File: src/rtl/mips_defs.sv
// Shared MIPS control encodings: opcodes, ALUOp, mux selects, FSM states.
package mips_defs;

  typedef logic [5:0] opcode_t;
  typedef logic [3:0] state_t;

  localparam opcode_t OP_RTYPE = 6'b000000;
  localparam opcode_t OP_LW    = 6'b100011;
  localparam opcode_t OP_SW    = 6'b101011;
  localparam opcode_t OP_BEQ   = 6'b000100;
  localparam opcode_t OP_ADDI  = 6'b001000;
  localparam opcode_t OP_ANDI  = 6'b001100;
  localparam opcode_t OP_ORI   = 6'b001101;
  localparam opcode_t OP_J     = 6'b000010;

  localparam logic [2:0] ALUOP_ADD = 3'b000;
  localparam logic [2:0] ALUOP_SUB = 3'b001;
  localparam logic [2:0] ALUOP_R   = 3'b010;
  localparam logic [2:0] ALUOP_AND = 3'b100;
  localparam logic [2:0] ALUOP_OR  = 3'b101;

  localparam logic [1:0] ASB_RT   = 2'b00;
  localparam logic [1:0] ASB_FOUR = 2'b01;
  localparam logic [1:0] ASB_IMM  = 2'b10;
  localparam logic [1:0] ASB_BOFS = 2'b11;

  localparam logic [1:0] PCS_ALU  = 2'b00;
  localparam logic [1:0] PCS_OUT  = 2'b01;
  localparam logic [1:0] PCS_JMP  = 2'b10;
  localparam logic [1:0] PCS_RS   = 2'b11;

  localparam state_t S_IDLE   = 4'd0;
  localparam state_t S_FETCH  = 4'd1;
  localparam state_t S_DECODE = 4'd2;
  localparam state_t S_MEMADR = 4'd3;
  localparam state_t S_MEMRD  = 4'd4;
  localparam state_t S_MEMWB  = 4'd5;
  localparam state_t S_MEMWR  = 4'd6;
  localparam state_t S_EXEC   = 4'd7;
  localparam state_t S_RWB    = 4'd8;
  localparam state_t S_BRANCH = 4'd9;
  localparam state_t S_ANDIEX = 4'd10;
  localparam state_t S_ORIEX  = 4'd11;
  localparam state_t S_IMMWB  = 4'd12;
  localparam state_t S_JUMP   = 4'd13;
  localparam state_t S_JR     = 4'd14;

  typedef struct packed {
    logic       pc_write;
    logic       pc_write_cond;
    logic       iord;
    logic       mem_read;
    logic       mem_write;
    logic       ir_write;
    logic       mem_to_reg;
    logic       reg_write;
    logic       reg_dst;
    logic       alu_src_a;
    logic [1:0] alu_src_b;
    logic [2:0] alu_op;
    logic [1:0] pc_source;
    logic       illegal_op;
  } ctrl_t;

  function automatic logic op_legal(input opcode_t op);
    unique case (op)
      OP_RTYPE, OP_LW, OP_SW, OP_BEQ,
      OP_ADDI, OP_ANDI, OP_ORI, OP_J: op_legal = 1'b1;
      default:                        op_legal = 1'b0;
    endcase
  endfunction

endpackage

File: src/rtl/mc_control_out.sv
// Combinational control decode from FSM state; shared with the pipelined core.
module mc_control_out
  import mips_defs::*;
(
  input  state_t  state,
  input  opcode_t opcode,
  input  logic    mem_ready,
  output ctrl_t   ctrl
);

  always_comb begin
    ctrl = '0;
    unique case (state)
      S_FETCH: begin
        ctrl.mem_read  = 1'b1;
        ctrl.alu_src_b = ASB_FOUR;
        ctrl.alu_op    = ALUOP_ADD;
        // IR and PC only load once memory delivers the word
        ctrl.ir_write  = mem_ready;
        ctrl.pc_write  = mem_ready;
        ctrl.pc_source = PCS_ALU;
      end
      S_DECODE: begin
        ctrl.alu_src_b  = ASB_BOFS;
        ctrl.alu_op     = ALUOP_ADD;
        ctrl.illegal_op = ~op_legal(opcode);
      end
      S_MEMADR: begin
        ctrl.alu_src_a = 1'b1;
        ctrl.alu_src_b = ASB_IMM;
        ctrl.alu_op    = ALUOP_ADD;
      end
      S_MEMRD: begin
        ctrl.mem_read = 1'b1;
        ctrl.iord     = 1'b1;
      end
      S_MEMWB: begin
        ctrl.reg_write  = 1'b1;
        ctrl.mem_to_reg = 1'b1;
      end
      S_MEMWR: begin
        ctrl.mem_write = 1'b1;
        ctrl.iord      = 1'b1;
      end
      S_EXEC: begin
        ctrl.alu_src_a = 1'b1;
        ctrl.alu_src_b = ASB_RT;
        ctrl.alu_op    = ALUOP_R;
      end
      S_RWB: begin
        ctrl.reg_write = 1'b1;
        ctrl.reg_dst   = 1'b1;
      end
      S_BRANCH: begin
        ctrl.alu_src_a     = 1'b1;
        ctrl.alu_src_b     = ASB_RT;
        ctrl.alu_op        = ALUOP_SUB;
        ctrl.pc_write_cond = 1'b1;
        ctrl.pc_source     = PCS_OUT;
      end
      S_ANDIEX: begin
        ctrl.alu_src_a = 1'b1;
        ctrl.alu_src_b = ASB_IMM;
        ctrl.alu_op    = ALUOP_AND;
      end
      S_ORIEX: begin
        ctrl.alu_src_a = 1'b1;
        ctrl.alu_src_b = ASB_IMM;
        ctrl.alu_op    = ALUOP_OR;
      end
      S_IMMWB: begin
        ctrl.reg_write = 1'b1;
      end
      S_JUMP: begin
        ctrl.pc_write  = 1'b1;
        ctrl.pc_source = PCS_JMP;
      end
      S_JR: begin
        ctrl.pc_write  = 1'b1;
        ctrl.pc_source = PCS_RS;
      end
      default: ctrl = '0;
    endcase
  end

endmodule

File: src/rtl/mc_control.sv
// Multicycle MIPS main control FSM: state register and next-state logic.
module mc_control
  import mips_defs::*;
#(
  parameter int OP_W = 6,
  parameter int ST_W = 4
) (
  input  logic            clk,
  input  logic            rst_n,
  input  logic [OP_W-1:0] opcode,
  input  logic            jr,
  input  logic            mem_ready,
  output logic            pc_write,
  output logic            pc_write_cond,
  output logic            iord,
  output logic            mem_read,
  output logic            mem_write,
  output logic            ir_write,
  output logic            mem_to_reg,
  output logic            reg_write,
  output logic            reg_dst,
  output logic            alu_src_a,
  output logic [1:0]      alu_src_b,
  output logic [2:0]      alu_op,
  output logic [1:0]      pc_source,
  output logic            illegal_op,
  output logic [ST_W-1:0] state
);

  logic [ST_W-1:0] nxt;
  ctrl_t           ctrl;

  always_ff @(posedge clk or negedge rst_n) begin
    if (!rst_n) state <= S_IDLE;
    else        state <= nxt;
  end

  always_comb begin
    nxt = state;
    unique case (state)
      S_IDLE:   nxt = S_FETCH;
      S_FETCH:  nxt = mem_ready ? S_DECODE : S_FETCH;
      S_DECODE: begin
        // jr is an R-type funct, so it must win over the EXEC path
        if (jr && opcode == OP_RTYPE) nxt = S_JR;
        else begin
          unique case (1'b1)
            (opcode == OP_RTYPE): nxt = S_EXEC;
            (opcode == OP_LW),
            (opcode == OP_SW),
            (opcode == OP_ADDI):  nxt = S_MEMADR;
            (opcode == OP_BEQ):   nxt = S_BRANCH;
            (opcode == OP_ANDI):  nxt = S_ANDIEX;
            (opcode == OP_ORI):   nxt = S_ORIEX;
            (opcode == OP_J):     nxt = S_JUMP;
            default:              nxt = S_FETCH;
          endcase
        end
      end
      S_MEMADR: begin
        unique case (1'b1)
          (opcode == OP_LW):   nxt = S_MEMRD;
          (opcode == OP_SW):   nxt = S_MEMWR;
          (opcode == OP_ADDI): nxt = S_IMMWB;
          default:             nxt = S_FETCH;
        endcase
      end
      S_MEMRD:  nxt = mem_ready ? S_MEMWB : S_MEMRD;
      S_MEMWB:  nxt = S_FETCH;
      S_MEMWR:  nxt = mem_ready ? S_FETCH : S_MEMWR;
      S_EXEC:   nxt = S_RWB;
      S_RWB:    nxt = S_FETCH;
      S_BRANCH: nxt = S_FETCH;
      S_ANDIEX: nxt = S_IMMWB;
      S_ORIEX:  nxt = S_IMMWB;
      S_IMMWB:  nxt = S_FETCH;
      S_JUMP:   nxt = S_FETCH;
      S_JR:     nxt = S_FETCH;
      default:  nxt = S_FETCH;
    endcase
  end

  mc_control_out u_out (
    .state     (state),
    .opcode    (opcode),
    .mem_ready (mem_ready),
    .ctrl      (ctrl)
  );

  assign pc_write      = ctrl.pc_write;
  assign pc_write_cond = ctrl.pc_write_cond;
  assign iord          = ctrl.iord;
  assign mem_read      = ctrl.mem_read;
  assign mem_write     = ctrl.mem_write;
  assign ir_write      = ctrl.ir_write;
  assign mem_to_reg    = ctrl.mem_to_reg;
  assign reg_write     = ctrl.reg_write;
  assign reg_dst       = ctrl.reg_dst;
  assign alu_src_a     = ctrl.alu_src_a;
  assign alu_src_b     = ctrl.alu_src_b;
  assign alu_op        = ctrl.alu_op;
  assign pc_source     = ctrl.pc_source;
  assign illegal_op    = ctrl.illegal_op;

endmodule

File: config.mk
export PLATFORM = sky130hd
export DESIGN_NAME = mc_control
export DESIGN_NICKNAME = d
export VERILOG_FILES = /design/src/rtl/mips_defs.sv /design/src/rtl/mc_control_out.sv /design/src/rtl/mc_control.sv
export SDC_FILE = /design/constraint.sdc
export NUM_CORES = 1
export LEC_CHECK = 0
export ABC_AREA = 1
export ABC_CLOCK_PERIOD_IN_PS = 2660
export CAP_MARGIN = 0
export CORE_MARGIN = 2
export CORE_UTILIZATION = 40
export CTS_CLUSTER_DIAMETER = 30
export DETAILED_ROUTE_END_ITERATION = 6
export GPL_TIMING_DRIVEN = 0
export PLACE_DENSITY = 0.78
export SLEW_MARGIN = 5
export SYNTH_ARGS = -nofsm -noshare
export SYNTH_HDL_FRONTEND = slang
export SYNTH_HIERARCHICAL = 1
export SYNTH_SLANG_ARGS = --single-unit
File: constraint.sdc
create_clock -name clk -period 2.66 [get_ports clk]
set_input_delay 0.532 -clock clk [delete_from_list [all_inputs] [get_ports clk]]
set_output_delay 0.532 -clock clk [all_outputs]
set_load 0.01 [all_outputs]
==> results of run 1 <==
[cell usage after synthesis, drive strengths merged]
master / instances / area (um^2)
a21boi: 1 / 7.51
nand3: 20 / 100
o211ai: 1 / 7.51
a21oi: 1 / 5.00
buf: 1 / 7.51
nor3: 3 / 15.0
or2: 1 / 6.26
o22ai: 1 / 12.5
dfrtp: 4 / 100
nand3b: 3 / 22.5
o21ai: 2 / 17.5
nand4: 2 / 12.5
inv: 27 / 101
nor2: 32 / 155
nand2: 34 / 130
[how the worst min path moves through the flow]
stage,start,endpoint,slack [ps],cells after the start
floorplan,rst_n,state[0]$_DFF_PN0_,240,0
global placement,rst_n,state[2]$_DFF_PN0_,740,1
detailed placement,rst_n,state[0]$_DFF_PN0_,740,1
CTS,rst_n,state[2]$_DFF_PN0_,490,1
global route,rst_n,state[2]$_DFF_PN0_,500,1
finish,rst_n,state[2]$_DFF_PN0_,480,1
[area by class of cell]
class,count,area [um^2]
sequential,4,100
tap,17,21.3
inverter,27,101
multi-input combinational,101,492
buffer,1,7.51
fill,170,627
clock buffer,3,22.5
timing repair buffer,31,318
[stage by stage]
step / cells / hold slack, ps / utilization (%) / total power, mW
floorplan: 133 / 236 / - / 0.372
global placement: 181 / 737 / 61.1 / 0.560
detailed placement: 181 / 743 / 61.1 / 0.569
CTS: 184 / 490 / 62.4 / 0.647
global route: 184 / 503 / 62.9 / 0.704
finish: 184 / 485 / 62.9 / 0.643
[kinds of logic (layout without fill, tap and decap cells)]
logic type             count (synthesis)  in the layout  share of synthesized area [%]
buffers and inverters                 28             62                           15.5
AOI/OAI and AO/OA                      6              6                           7.14
DFF                                    4              4                           14.3
and+or+nand+nor                       95             95                           63.0
[critical path: stages]
cell and delay (ps):
clkdlybuf4s50_1 550, a21boi_0 210, nor2_1 70, nor2_1 80, clkdlybuf4s50_1 530
[layer usage]
metal | GRT usage (%) | vias to the layer above | wire (um)
li1 | - | 483 | -
met1 | 21.0 | 387 | 720
met2 | 37.8 | 36 | 949
met3 | 2.38 | 5 | 118
met4 | 10.3 | 0 | 39
met5 | 0 | - | 0
[power groups by stage]
stage | logic [mW] | clock network, mW | registers, mW
after global routing | 0.498 | 0.0820 | 0.124
final | 0.445 | 0.0777 | 0.120
after floorplan | 0.252 | 0 | 0.120
after CTS | 0.449 | 0.0781 | 0.121
after detailed placement | 0.448 | 0 | 0.121
after global placement | 0.439 | 0 | 0.121
==> results.sh, run 1 <==
export IMPL_powerDensity_mw_per_mm2=605
export IMPL_vdd_drop_max_v=0.000273
export IMPL_cts_tree="built"
export IMPL_p_clk_share_pct=12.1
export IMPL_hold_class="in -> async"
export IMPL_clk_insertion_delay_late_ps=240
export IMPL_top_register="state"
export IMPL_holdBufCountCts=0
export IMPL_synth_cells=133
export IMPL_vias_per_cell=4.95
export IMPL_drt_iter0_drc=19
export IMPL_cts_max_level=1
export IMPL_final_cell_mix="nand2_1, clkdlybuf4s50_1, nor2_1"
export IMPL_diodes=0
export IMPL_syn_num_nets=143
export IMPL_largestRegisters="state: 4 flops"
export IMPL_period_share_pct=94.4
export IMPL_dr_pass1_iters=4
export IMPL_reg2reg_depth=7
export IMPL_synth_seq_cells=4
export IMPL_layout_drive_gt1_share_pct=14.4
export IMPL_drc_errors=0
export IMPL_setup_viol=0
export IMPL_die_area_mm2=0.00210
export IMPL_clk_pin_slew_ps=40
export IMPL_slew_headroom_pct=74.1
export IMPL_fin_area_mm2=0.00106
export IMPL_p_leak_nw=0.577
export IMPL_dp_worst_setup_slack_ps=36.1
export IMPL_totalWireLength_um=1830
export IMPL_p_int_uw=336
export IMPL_layout_min_cycle_time_ps=2510
export IMPL_cts_made_buffers=3
export IMPL_antenna_found_initial=0
export IMPL_synth_avg_cell_area_um2=5.27
export IMPL_critical_path_max_fanout=5
export IMPL_tns_ps=0
export IMPL_cp_data_arrival_time_ps=1980
export IMPL_synth_warnings=6
export IMPL_final_setup_worst_slack_ps=149
export IMPL_rr_startpoint="state[1]$_DFF_PN0_"
export IMPL_worst_setup_path_start_kind="input pin"
export IMPL_die_w_um=45.9
export IMPL_swShare_pct=47.7
export IMPL_worstPathRequired_ps=2130
export IMPL_io_pin_count=32
export IMPL_die_y_um=45.9
export IMPL_cp_end_kind="output port"
export IMPL_yosysSeqAreaShare_pct=14.3
export IMPL_grt_pass1_wl_um=3080
export IMPL_syn_area_um2=701
export IMPL_hold_violations=0
export IMPL_post_cts_buffers=0
export IMPL_io_buffers=31
export IMPL_grt_ovfl_total=0
export IMPL_p_switching_uw=307
export IMPL_place_area_mm2=0.00103
export IMPL_nets=179
export IMPL_synth_cell_types=19
export IMPL_fp_row_count=15
export IMPL_vias=911
export IMPL_skew_ps=4.32
export IMPL_fmax_mhz=398
export IMPL_tightest_slew_ps=388
export IMPL_drv_slew=0
export IMPL_critical_path_class="in -> out"
export IMPL_pwr_share_comb_pct=69.2
export IMPL_max_cap_violations=0
export IMPL_grt_max_degree=11
export IMPL_final_common_cell="nand2_1"
export IMPL_cts_resized=0
export IMPL_grt_pass1_vias=774
export IMPL_rsz0062_at_grt="false"
export IMPL_cts_path_max_buffers=2
export IMPL_coreArea_mm2=0.00169
export IMPL_largest_reg_flops=4
export IMPL_wl_per_cell_um=9.93
export IMPL_outcome="complete, no violations"
export IMPL_grt_util_all_layers_pct=20.0
export IMPL_dpl_hpwl_um=1500
export IMPL_crit_path_end="illegal_op"
export IMPL_initial_core_util_pct=41.5
export IMPL_power_frac_seq_pct=18.7
export IMPL_clock_root_buffer="clkbuf_4"
export IMPL_ant_nets=0
export IMPL_gp_congestion=0.777
export IMPL_synthToLayoutAreaGrowth_pct=51.6
export IMPL_reg2reg_to="state[0]$_DFF_PN0_"
export IMPL_cts_num_sinks=4
export IMPL_rrSetupSlack_ps=1430
export IMPL_timing_critical_path_from="opcode[1]"
(Power assumes the default switching activity.)
==> run 2: changes to the inputs <==
--- a/config.mk
+++ b/config.mk
@@ -12,7 +12,6 @@
 export CORE_UTILIZATION = 40
 export CTS_CLUSTER_DIAMETER = 30
 export DETAILED_ROUTE_END_ITERATION = 6
-export GPL_TIMING_DRIVEN = 0
 export PLACE_DENSITY = 0.78
 export SLEW_MARGIN = 5
 export SYNTH_ARGS = -nofsm -noshare
==> run 2 against run 1 <==
Sequential power about the same. Clock power barely moved. Die area is the same. Final area is 1.4% higher. Via count fell by 0.11%. Count of clock-buffer cells in the layout did not move. Clock skew rose by 6.8 ps. Critical endpoint unchanged. Largest cell class unchanged.
==> results.sh, run 2 (synthesis gave the netlist of run 1 again) <==
export IMPL_outcome="complete, no violations"
export IMPL_largest_reg_flops=4
export IMPL_synthToLayoutAreaGrowth_pct=53.7
export IMPL_grt_use_met2_pct=39.7
export IMPL_largestRegisters="state: 4 flops"
export IMPL_fillers=179
export IMPL_holdBufCountCts=0
export IMPL_antenna_found_initial=0
export IMPL_grt_pass1_vias=786
export IMPL_top_usage_layer="met2"
export IMPL_io_buffers=31
export IMPL_drv_slew=0
export IMPL_clk_pin_slew_ps=40
export IMPL_nets=182
export IMPL_rr_startpoint="state[2]$_DFF_PN0_"
export IMPL_vdd_drop_max_v=0.000283
export IMPL_drt_iter0_drc=11
export IMPL_timing_critical_path_from="opcode[1]"
export IMPL_hold_class="in -> async"
export IMPL_cts_num_sinks=4
export IMPL_coreArea_mm2=0.00169
export IMPL_cts_resized=0
export IMPL_fmax_mhz=401
export IMPL_reg2reg_to="state[0]$_DFF_PN0_"
export IMPL_critical_path_class="in -> out"
export IMPL_fp_row_count=15
export IMPL_place_inst=184
export IMPL_layout_drive_gt1_share_pct=15.9
export IMPL_drc_errors=0
export IMPL_final_cell_mix="nand2_1, clkdlybuf4s50_1, nor2_1"
export IMPL_period_share_pct=93.7
export IMPL_p_leak_nw=0.564
export IMPL_vias_per_cell=4.87
export IMPL_tightest_slew_ps=456
export IMPL_clock_root_buffer="clkbuf_4"
export IMPL_die_area_mm2=0.00210
export IMPL_cts_max_level=1
export IMPL_gp_congestion=0.802
export IMPL_worst_setup_path_start_kind="input pin"
export IMPL_setup_viol=0
export IMPL_wl_per_cell_um=9.81
export IMPL_vias=910
export IMPL_skew_ps=11.1
export IMPL_cts_path_max_buffers=2
export IMPL_cp_data_arrival_time_ps=1960
export IMPL_hold_violations=0
export IMPL_rrSetupSlack_ps=1360
export IMPL_clk_insertion_delay_late_ps=240
export IMPL_rsz0062_at_grt="false"
export IMPL_max_cap_violations=0
export IMPL_grtUsageMet1_pct=20.9
export IMPL_io_pin_count=32
export IMPL_reg2reg_depth=7
export IMPL_cp_end_kind="output port"
export IMPL_totalWireLength_um=1830
export IMPL_cts_tree="built"
export IMPL_grt_max_degree=13
export IMPL_layout_min_cycle_time_ps=2490
export IMPL_final_common_cell="nand2_1"
export IMPL_powerDensity_mw_per_mm2=601
export IMPL_diodes=0
export IMPL_worstPathRequired_ps=2130
export IMPL_tns_ps=0
export IMPL_cts_made_buffers=3
export IMPL_die_w_um=45.9
export IMPL_initial_core_util_pct=41.5
export IMPL_final_cells=187
export IMPL_dpl_hpwl_um=1600
export IMPL_grt_util_all_layers_pct=19.3
export IMPL_ant_nets=0
export IMPL_grt_ovfl_total=0
export IMPL_use_met3_pct=0
export IMPL_grt_pass1_wl_um=3070
export IMPL_dr_pass1_iters=4
export IMPL_critical_path_max_fanout=5
export IMPL_die_y_um=45.9
export IMPL_post_cts_buffers=0
export IMPL_top_register="state"
export IMPL_slew_headroom_pct=69.6
==> run 2: changes by cell type in the layout (fill, tap and decap cells not counted), sizes merged <==
cell	previous run	this run
buf	1	4
clkdlybuf4s50	28	31
dlymetal6s2s	3	0
==> run 2: routing by layer <==
metal  wire [um]  part of all wire (%)  vias to the layer above
met4          17                  0.93                        0
li1            -                     -                      494
met5           0                     0                        -
met1         737                    40                      385
met3          81                   4.4                        2
met2         998                    54                       29
==> run 2: power breakdown <==
part | internal, mW | leakage, nW | switching (mW)
Sequential | 0.0760 | 0.0516 | 0.0463
Clock | 0.0506 | 0.0138 | 0.0274
Combinational | 0.212 | 0.498 | 0.235
Total | 0.339 | 0.564 | 0.309
==> run 2: area by class of cell <==
| cell class | instances | area, um^2 | area share, % |
|---|---|---|---|
| sequential | 4 | 100 | 9.29 |
| clock buffer | 3 | 22.5 | 2.09 |
| tap | 17 | 21.3 | 1.97 |
| multi-input combinational | 101 | 492 | 45.6 |
| inverter | 27 | 101 | 9.41 |
| timing repair buffer | 35 | 340 | 31.6 |
==> run 2: worst max-delay path by stage <==
| stage | endpoint | slack (ps) |
|---|---|---|
| final | illegal_op | 170 |
| after global routing | illegal_op | 20 |
| after CTS | illegal_op | 150 |
| after detailed placement | illegal_op | 150 |
| after global placement | illegal_op | 160 |
| after floorplan | alu_op[1] | 1070 |
==> run 2: worst max-delay path, stage by stage <==
cell and delay (ps):
clkdlybuf4s50_1 550, a21boi_0 200, nor2_1 70, nor2_1 80, clkdlybuf4s50_1 540
==> run 2: metrics by stage <==
step	instance area, um^2	hold WS (ps)	total power, mW	setup slack [ps]	util [%]
CTS	1080	500	0.651	152	63.8
floorplan	701	236	0.372	1070	-
global route	1080	514	0.714	23.5	63.8
finish	1080	500	0.647	167	63.8
detailed placement	1050	754	0.573	151	62.4
global placement	1050	737	0.563	159	62.4
==> run 3: changes to the inputs <==
--- a/config.mk
+++ b/config.mk
@@ -12,6 +12,7 @@
 export CORE_UTILIZATION = 40
 export CTS_CLUSTER_DIAMETER = 30
 export DETAILED_ROUTE_END_ITERATION = 6
+export HOLD_SLACK_MARGIN = 0.06
 export PLACE_DENSITY = 0.78
 export SLEW_MARGIN = 5
 export SYNTH_ARGS = -nofsm -noshare
==> results of run 3 <==
Same layout as run 2: the final DEF is identical, and so are final timing and power.
